File: config.mk
export PLATFORM = sky130hd
export DESIGN_NAME = alu_decode_stage
export DESIGN_NICKNAME = d
export VERILOG_FILES = /design/src/rtl/risc_pkg.sv /design/src/rtl/op_decoder.sv /design/src/rtl/alu_decode_stage.sv
export SDC_FILE = /design/constraint.sdc
export NUM_CORES = 1
export LEC_CHECK = 0
export CAP_MARGIN = 30
export CORE_MARGIN = 2
export CORE_UTILIZATION = 48
export CTS_BUF_LIST = sky130_fd_sc_hd__clkbuf_4 sky130_fd_sc_hd__clkbuf_8
export CTS_CLUSTER_DIAMETER = 30
export DETAILED_ROUTE_END_ITERATION = 12
export PLACE_DENSITY = 0.84
export SLEW_MARGIN = 25
export SYNTH_ARGS = -nofsm -noshare
export SYNTH_HDL_FRONTEND = slang
export SYNTH_SLANG_ARGS = --single-unit
File: constraint.sdc
create_clock -name clk -period 2.2 [get_ports clk]
set_clock_uncertainty 0.1 [all_clocks]
set_input_delay 0.44 -clock clk [delete_from_list [all_inputs] [get_ports clk]]
set_output_delay 0.44 -clock clk [all_outputs]
set_load 0.005 [all_outputs]
File: src/rtl/risc_pkg.sv
// Shared definitions for the 16-bit RISC execute path: opcodes, one-hot ALU
// ops, decode-stage FSM states and condition-code bit positions.
package risc_pkg;

    localparam logic [4:0] OPC_NOP  = 5'd0;
    localparam logic [4:0] OPC_ADD  = 5'd1;
    localparam logic [4:0] OPC_SUB  = 5'd2;
    localparam logic [4:0] OPC_INC  = 5'd3;
    localparam logic [4:0] OPC_AND  = 5'd4;
    localparam logic [4:0] OPC_DEC  = 5'd5;
    localparam logic [4:0] OPC_OR   = 5'd6;
    localparam logic [4:0] OPC_NOT  = 5'd7;
    localparam logic [4:0] OPC_LDM  = 5'd8;
    localparam logic [4:0] OPC_SETC = 5'd9;
    localparam logic [4:0] OPC_CLRC = 5'd10;

    localparam logic [6:0] ALU_ADD = 7'b000_0001;
    localparam logic [6:0] ALU_SUB = 7'b000_0010;
    localparam logic [6:0] ALU_INC = 7'b000_0100;
    localparam logic [6:0] ALU_AND = 7'b000_1000;
    localparam logic [6:0] ALU_DEC = 7'b001_0000;
    localparam logic [6:0] ALU_OR  = 7'b010_0000;
    localparam logic [6:0] ALU_NOT = 7'b100_0000;

    typedef enum logic {
        S_OP  = 1'b0,
        S_IMM = 1'b1
    } state_e;

    localparam int CCR_CF = 2;
    localparam int CCR_NF = 1;
    localparam int CCR_ZF = 0;

endpackage

File: src/rtl/op_decoder.sv
// Combinational opcode decode into ALU controls and record-kind flags.
module op_decoder
    import risc_pkg::*;
#(
    parameter int OP_W = 7
) (
    input  logic [4:0]      opcode_i,
    output logic [OP_W-1:0] alu_op_o,
    output logic            alu_en_o,
    output logic            wb_en_o,
    output logic            is_ldm_o,
    output logic            is_setc_o,
    output logic            is_clrc_o,
    output logic            illegal_o
);

    always_comb begin
        alu_op_o  = '0;
        alu_en_o  = 1'b0;
        wb_en_o   = 1'b0;
        is_ldm_o  = 1'b0;
        is_setc_o = 1'b0;
        is_clrc_o = 1'b0;
        illegal_o = 1'b0;
        case (opcode_i)
            OPC_NOP:  ;
            OPC_ADD:  alu_op_o = OP_W'(ALU_ADD);
            OPC_SUB:  alu_op_o = OP_W'(ALU_SUB);
            OPC_INC:  alu_op_o = OP_W'(ALU_INC);
            OPC_AND:  alu_op_o = OP_W'(ALU_AND);
            OPC_DEC:  alu_op_o = OP_W'(ALU_DEC);
            OPC_OR:   alu_op_o = OP_W'(ALU_OR);
            OPC_NOT:  alu_op_o = OP_W'(ALU_NOT);
            OPC_LDM:  is_ldm_o  = 1'b1;
            OPC_SETC: is_setc_o = 1'b1;
            OPC_CLRC: is_clrc_o = 1'b1;
            default:  illegal_o = 1'b1;
        endcase
        alu_en_o = |alu_op_o;
        wb_en_o  = |alu_op_o;
    end

endmodule

File: src/rtl/alu_decode_stage.sv
// Execute-side decode stage: assembles LDM pairs, registers one issue record
// per instruction behind a valid/ready handshake, and owns the CCR.
module alu_decode_stage
    import risc_pkg::*;
#(
    parameter int DATA_W = 16,
    parameter int OP_W   = 7
) (
    input  logic              clk,
    input  logic              rst,
    input  logic              flush,
    input  logic              in_valid,
    output logic              in_ready,
    input  logic [DATA_W-1:0] instr,
    output logic              out_valid,
    input  logic              out_ready,
    output logic              alu_en,
    output logic [OP_W-1:0]   alu_op,
    output logic [2:0]        rdst,
    output logic [2:0]        rsrc1,
    output logic [2:0]        rsrc2,
    output logic [DATA_W-1:0] imm,
    output logic              imm_sel,
    output logic              wb_en,
    output logic              illegal,
    input  logic              alu_cf,
    input  logic              alu_nf,
    input  logic              alu_zf,
    output logic [2:0]        ccr
);

    state_e              state_q, state_d;
    logic                out_valid_q, out_valid_d;
    logic                alu_en_q, alu_en_d;
    logic [OP_W-1:0]     alu_op_q, alu_op_d;
    logic [2:0]          rdst_q, rdst_d, rsrc1_q, rsrc1_d, rsrc2_q, rsrc2_d;
    logic [DATA_W-1:0]   imm_q, imm_d;
    logic                imm_sel_q, imm_sel_d, wb_en_q, wb_en_d, illegal_q, illegal_d;
    logic                setc_q, setc_d, clrc_q, clrc_d;
    logic [2:0]          ldm_rdst_q, ldm_rdst_d;
    logic [2:0]          ccr_q, ccr_d;

    logic [OP_W-1:0]     dec_alu_op;
    logic                dec_alu_en, dec_wb_en, dec_ldm, dec_setc, dec_clrc, dec_illegal;
    logic                accept, issue;
    logic                unused_bits;

    assign unused_bits = ^instr[1:0];

    op_decoder #(.OP_W(OP_W)) u_dec (
        .opcode_i  (instr[15:11]),
        .alu_op_o  (dec_alu_op),
        .alu_en_o  (dec_alu_en),
        .wb_en_o   (dec_wb_en),
        .is_ldm_o  (dec_ldm),
        .is_setc_o (dec_setc),
        .is_clrc_o (dec_clrc),
        .illegal_o (dec_illegal)
    );

    assign in_ready = !flush && (!out_valid_q || out_ready);
    assign accept   = in_valid && in_ready;
    assign issue    = out_valid_q && out_ready;

    always_ff @(posedge clk or posedge rst) begin
        if (rst) state_q <= S_OP;
        else     state_q <= state_d;
    end

    always_comb begin
        state_d = state_q;
        if (flush)
            state_d = S_OP;
        else if (accept) begin
            if (state_q == S_IMM) state_d = S_OP;
            else if (dec_ldm)     state_d = S_IMM;
        end
    end

    // Record fields hold when idle; only out_valid is cleared on issue/flush.
    always_comb begin
        out_valid_d = out_valid_q;
        alu_en_d    = alu_en_q;
        alu_op_d    = alu_op_q;
        rdst_d      = rdst_q;
        rsrc1_d     = rsrc1_q;
        rsrc2_d     = rsrc2_q;
        imm_d       = imm_q;
        imm_sel_d   = imm_sel_q;
        wb_en_d     = wb_en_q;
        illegal_d   = illegal_q;
        setc_d      = setc_q;
        clrc_d      = clrc_q;
        ldm_rdst_d  = ldm_rdst_q;
        if (flush) begin
            out_valid_d = 1'b0;
        end else if (accept && state_q == S_IMM) begin
            out_valid_d = 1'b1;
            alu_en_d    = 1'b0;
            alu_op_d    = '0;
            rdst_d      = ldm_rdst_q;
            rsrc1_d     = '0;
            rsrc2_d     = '0;
            imm_d       = instr;
            imm_sel_d   = 1'b1;
            wb_en_d     = 1'b1;
            illegal_d   = 1'b0;
            setc_d      = 1'b0;
            clrc_d      = 1'b0;
        end else if (accept && dec_ldm) begin
            out_valid_d = 1'b0;
            ldm_rdst_d  = instr[10:8];
        end else if (accept) begin
            out_valid_d = 1'b1;
            alu_en_d    = dec_alu_en;
            alu_op_d    = dec_alu_op;
            rdst_d      = instr[10:8];
            rsrc1_d     = instr[7:5];
            rsrc2_d     = instr[4:2];
            imm_d       = '0;
            imm_sel_d   = 1'b0;
            wb_en_d     = dec_wb_en;
            illegal_d   = dec_illegal;
            setc_d      = dec_setc;
            clrc_d      = dec_clrc;
        end else if (issue) begin
            out_valid_d = 1'b0;
        end
    end

    always_comb begin
        ccr_d = ccr_q;
        if (issue && !flush) begin
            if (alu_en_q)    ccr_d = {alu_cf, alu_nf, alu_zf};
            else if (setc_q) ccr_d[CCR_CF] = 1'b1;
            else if (clrc_q) ccr_d[CCR_CF] = 1'b0;
        end
    end

    always_ff @(posedge clk or posedge rst) begin
        if (rst) begin
            out_valid_q <= 1'b0;
            alu_en_q    <= 1'b0;
            alu_op_q    <= '0;
            rdst_q      <= '0;
            rsrc1_q     <= '0;
            rsrc2_q     <= '0;
            imm_q       <= '0;
            imm_sel_q   <= 1'b0;
            wb_en_q     <= 1'b0;
            illegal_q   <= 1'b0;
            setc_q      <= 1'b0;
            clrc_q      <= 1'b0;
            ldm_rdst_q  <= '0;
            ccr_q       <= '0;
        end else begin
            out_valid_q <= out_valid_d;
            alu_en_q    <= alu_en_d;
            alu_op_q    <= alu_op_d;
            rdst_q      <= rdst_d;
            rsrc1_q     <= rsrc1_d;
            rsrc2_q     <= rsrc2_d;
            imm_q       <= imm_d;
            imm_sel_q   <= imm_sel_d;
            wb_en_q     <= wb_en_d;
            illegal_q   <= illegal_d;
            setc_q      <= setc_d;
            clrc_q      <= clrc_d;
            ldm_rdst_q  <= ldm_rdst_d;
            ccr_q       <= ccr_d;
        end
    end

    assign out_valid = out_valid_q;
    assign alu_en    = alu_en_q;
    assign alu_op    = alu_op_q;
    assign rdst      = rdst_q;
    assign rsrc1     = rsrc1_q;
    assign rsrc2     = rsrc2_q;
    assign imm       = imm_q;
    assign imm_sel   = imm_sel_q;
    assign wb_en     = wb_en_q;
    assign illegal   = illegal_q;
    assign ccr       = ccr_q;

endmodule

==> impl_metrics.csv, run 1 <==
group,metric,value,unit
floorplan,placementRows,23,
sta,slew_headroom,0.511,
min_path,hp-class,"input port to asynchronous set/reset pin",
logic_synthesis,yosys_register_bits,46,
sta,setup-violations-final,0,
sta,worst_slew_pin_slew,0.734,ns
power_and_ir_drop,pwr-share-clk,0.288,
logic_synthesis,async_flop_share,1.00,
detailed_routing,firstDrtPassIters,4,
logic_synthesis,yosysWarnings,0,
logic_synthesis,synth_ff_type,"dfrtp_1",
power_and_ir_drop,swShare,0.247,
cts,clk_latency,0.30,ns
finish,finalNetCount,253,
cts,clock-sinks,46,
worst_setup_path,r2r_cells,5,
finish,drive_above_1_share,0.196,
logic_synthesis,synth_cells,155,
worst_setup_path,rr_startpoint,"out_valid",
floorplan,initial_core_util,0.508,
logic_synthesis,synthMuxAreaShare,0.177,
floorplan,die_w,69.7,um
cts,cts_inserted_buffers,5,
detailed_routing,wire_per_inst,16.7,um
logic_synthesis,synthTopCellsByCount,"dfrtp_1 (46), a22o_1 (16), mux2_4 (13)",
finish,fillers,306,
global_routing,grt.overflow.total,0,
worst_setup_path,critical_path.max_fanout,3,
worst_setup_path,cp.required,1.66,ns
global_routing,antenna_found_initial,0,
power_and_ir_drop,combPwrFrac,0.204,
logic_synthesis,synth-edff-count,0,
global_routing,grt_use_total,0.207,
finish,final_cells,280,
global_routing,grt.busiest_layer,"met2",
logic_synthesis,synth_top_family_by_area,"multiplexers",
floorplan,pin_count,65,
finish,postLayoutCellArea,2920,um2
finish,area_growth,41.0,%
detailed_routing,first_iter_violations,74,
finish,num_antenna_cells,0,
floorplan,design.core.area,4090,um2
power_and_ir_drop,pwr-share-seq,0.508,
logic_synthesis,synth_compound_area_frac,0.105,
worst_setup_path,r2r_end,"alu_op[5]",
detailed_routing,viasPerCell,5.26,
logic_synthesis,synth-adder-area-share,0,
place,dp_hpwl,3.32,mm
cts,post_cts.repair.setup_buffers,0,
logic_synthesis,synth_seq_area_share,0.555,
global_routing,grt_use_met2,0.334,
place,place_area,2830,um2
worst_setup_path,ff2ff_setup_slack,0.49,ns
detailed_routing,ant_nets,0,
detailed_routing,drc,0,
cts,post_cts_resized,0,
global_routing,grt_pass1_wl,7.82,mm
place,dp.cells,272,
power_and_ir_drop,vdd_drop_max,0.438,mV
place,gp_congestion,0.834,
floorplan,die_h,69.7,um
cts,clk_pin_slew_worst_paths,0.09,ns
sta,period_needed,2.12,ns
cts,htree_levels,2,
sta,hold_viol,0,
power_and_ir_drop,p_sw,0.467,mW
logic_synthesis,syn_nets,179,
floorplan,die_area,4860,um2
place,port_buffers,64,
detailed_routing,routed_wl,4.68,mm
sta,fmax,0.471,GHz
power_and_ir_drop,power_density,647,nW/um2
cts,cts_tree,"yes",
cts,clockBufferDepth,2,
worst_setup_path,crit_type,"input port to primary output",
cts,cts-root-buf,"clkbuf_8",
logic_synthesis,post_synth.cell_area_avg,13.4,um2
global_routing,grt_use_met3,0.0567,
logic_synthesis,synthDistinctLibCells,32,
worst_setup_path,arrival,1.58,ns
logic_synthesis,synth_xor_area_frac,0,
logic_synthesis,synth_top_area_share,0.555,
power_and_ir_drop,p_leak,1.32,nW
logic_synthesis,synthMostInstantiatedCell,"dfrtp_1",
detailed_routing,num_vias,1473,
worst_setup_path,cp-end-kind,"primary output",
sta,period_share,0.965,
cts,cts_hold_buf,0,
global_routing,grt_max_degree,26,
sta,timing.setup.tns,0,ns
status,status,"finished clean",
logic_synthesis,synth_area,2070,um2
logic_synthesis,netlist_top_cells_area,"dfrtp_1 (55%), mux2_4 (9.4%), a22o_1 (6.8%)",
global_routing,grt_use_met1,0.273,
worst_setup_path,cp-start-kind,"input port",
power_and_ir_drop,internal_power,1.42,mW
logic_synthesis,yosys.area.top_type,"dfrtp_1",
sta,final_max_slew_viol_count,0,
sta,rsz0062_at_grt,"no",
flow_run,max_cap_viol_count,0,
logic_synthesis,synth-simple-area-share,0.114,
global_routing,grt_pass1_vias,1555,
-- power groups by stage --
stage | logic [mW] | registers (mW) | clock network [mW]
2_1_floorplan | 0.158 | 0.974 | 0
3_3_place_gp | 0.381 | 0.974 | 0
3_5_place_dp | 0.391 | 0.976 | 0
4_1_cts | 0.391 | 0.961 | 0.561
5_1_grt | 0.418 | 0.970 | 0.604
6_report | 0.387 | 0.961 | 0.544
-- worst max-delay path, stage by stage --
cell and delay, ns:
clkdlybuf4s50_1 0.49, nor2b_1 0.06, nor2_1 0.08, clkdlybuf4s50_1 0.51
-- area by class of cell --
cell class                      instances  area (um2)  area share
Clock inverter                          2        12.5     0.00428
Timing Repair Buffer                   75         761       0.260
Sequential cell                        46        1150       0.394
Clock buffer                            6        82.6      0.0282
Inverter                                9        33.8      0.0116
Multi-Input combinational cell         92         821       0.281
Tap cell                               50        62.6      0.0214
-- through the flow --
| step | total power, mW | utilization | worst slack, ns | hold slack [ns] |
|---|---|---|---|---|
| floorplan | 1.13 | - | 0.572 | 0.374 |
| CTS | 1.91 | 0.716 | 0.0707 | 0.369 |
| global route | 1.99 | 0.716 | 0.00192 | 0.399 |
| global placement | 1.36 | 0.692 | 0.0642 | 0.362 |
| detailed placement | 1.37 | 0.692 | 0.0331 | 0.367 |
| finish | 1.89 | 0.716 | 0.0766 | 0.355 |
-- how the worst max path moves through the flow --
stage,from,to,slack (ns),cells after the start
2_1_floorplan,rst,alu_en,0.57,1
3_3_place_gp,out_ready,alu_op[3],0.06,6
3_5_place_dp,flush,alu_op[5],0.03,5
4_1_cts,out_ready,in_ready,0.07,4
5_1_grt,out_ready,in_ready,0.002,4
6_report,out_ready,in_ready,0.08,4
-- placed cells by master, fill, tap and decap left out, drive strengths merged --
cell type,count
a211o,1
a211oi,1
a21o,1
a21oi,3
a22o,16
a22oi,1
and3,5
and3b,2
buf,11
clkbuf,6
clkdlybuf4s50,64
clkinv,1
clkinvlp,1
dfrtp,46
inv,9
mux2,22
mux2i,7
nand2,6
nand2b,3
nand3,2
nand3b,1
nand4,1
nor2,3
nor2b,8
nor3,2
nor3b,3
o21ai,2
o221ai,1
or3,1
-- sequential cells by signal (all words and copies together), names as in the netlist --
name and flops:
alu_op 7, state_q 1, ccr 3, wb_en 1, out_valid 1, imm_sel 1
rsrc1 3, illegal 1, rsrc2 3, rdst 3, clrc_q 1, alu_en 1
setc_q 1, ldm_rdst_q 3, imm 16
-- cells by family (layout without fill, tap and decap cells) --
family	Yosys count	in the layout
flip-flops	46	46
AND/OR/NAND/NOR	37	37
multiplexers	29	29
AO/OA/AOI/OAI	26	26
buffers and inverters	17	92
-- per-layer routing --
metal  routed length [um]  vias to the layer above
met5                    0                        -
met4                   63                        0
met3                  215                        8
met2                 2330                       37
met1                 2060                      725
li1                     -                      703
Power figures use the tool's default switching activity.
==> run 2, diff against run 1 <==
--- a/config.mk
+++ b/config.mk
@@ -10,6 +10,7 @@
 export CORE_UTILIZATION = 48
 export CTS_BUF_LIST = sky130_fd_sc_hd__clkbuf_4 sky130_fd_sc_hd__clkbuf_8
 export CTS_CLUSTER_DIAMETER = 30
+export CTS_CLUSTER_SIZE = 40
 export DETAILED_ROUTE_END_ITERATION = 12
 export PLACE_DENSITY = 0.84
 export SLEW_MARGIN = 25
==> results of run 2 <==
No change in the layout: final DEF, timing and power equal those of run 1.
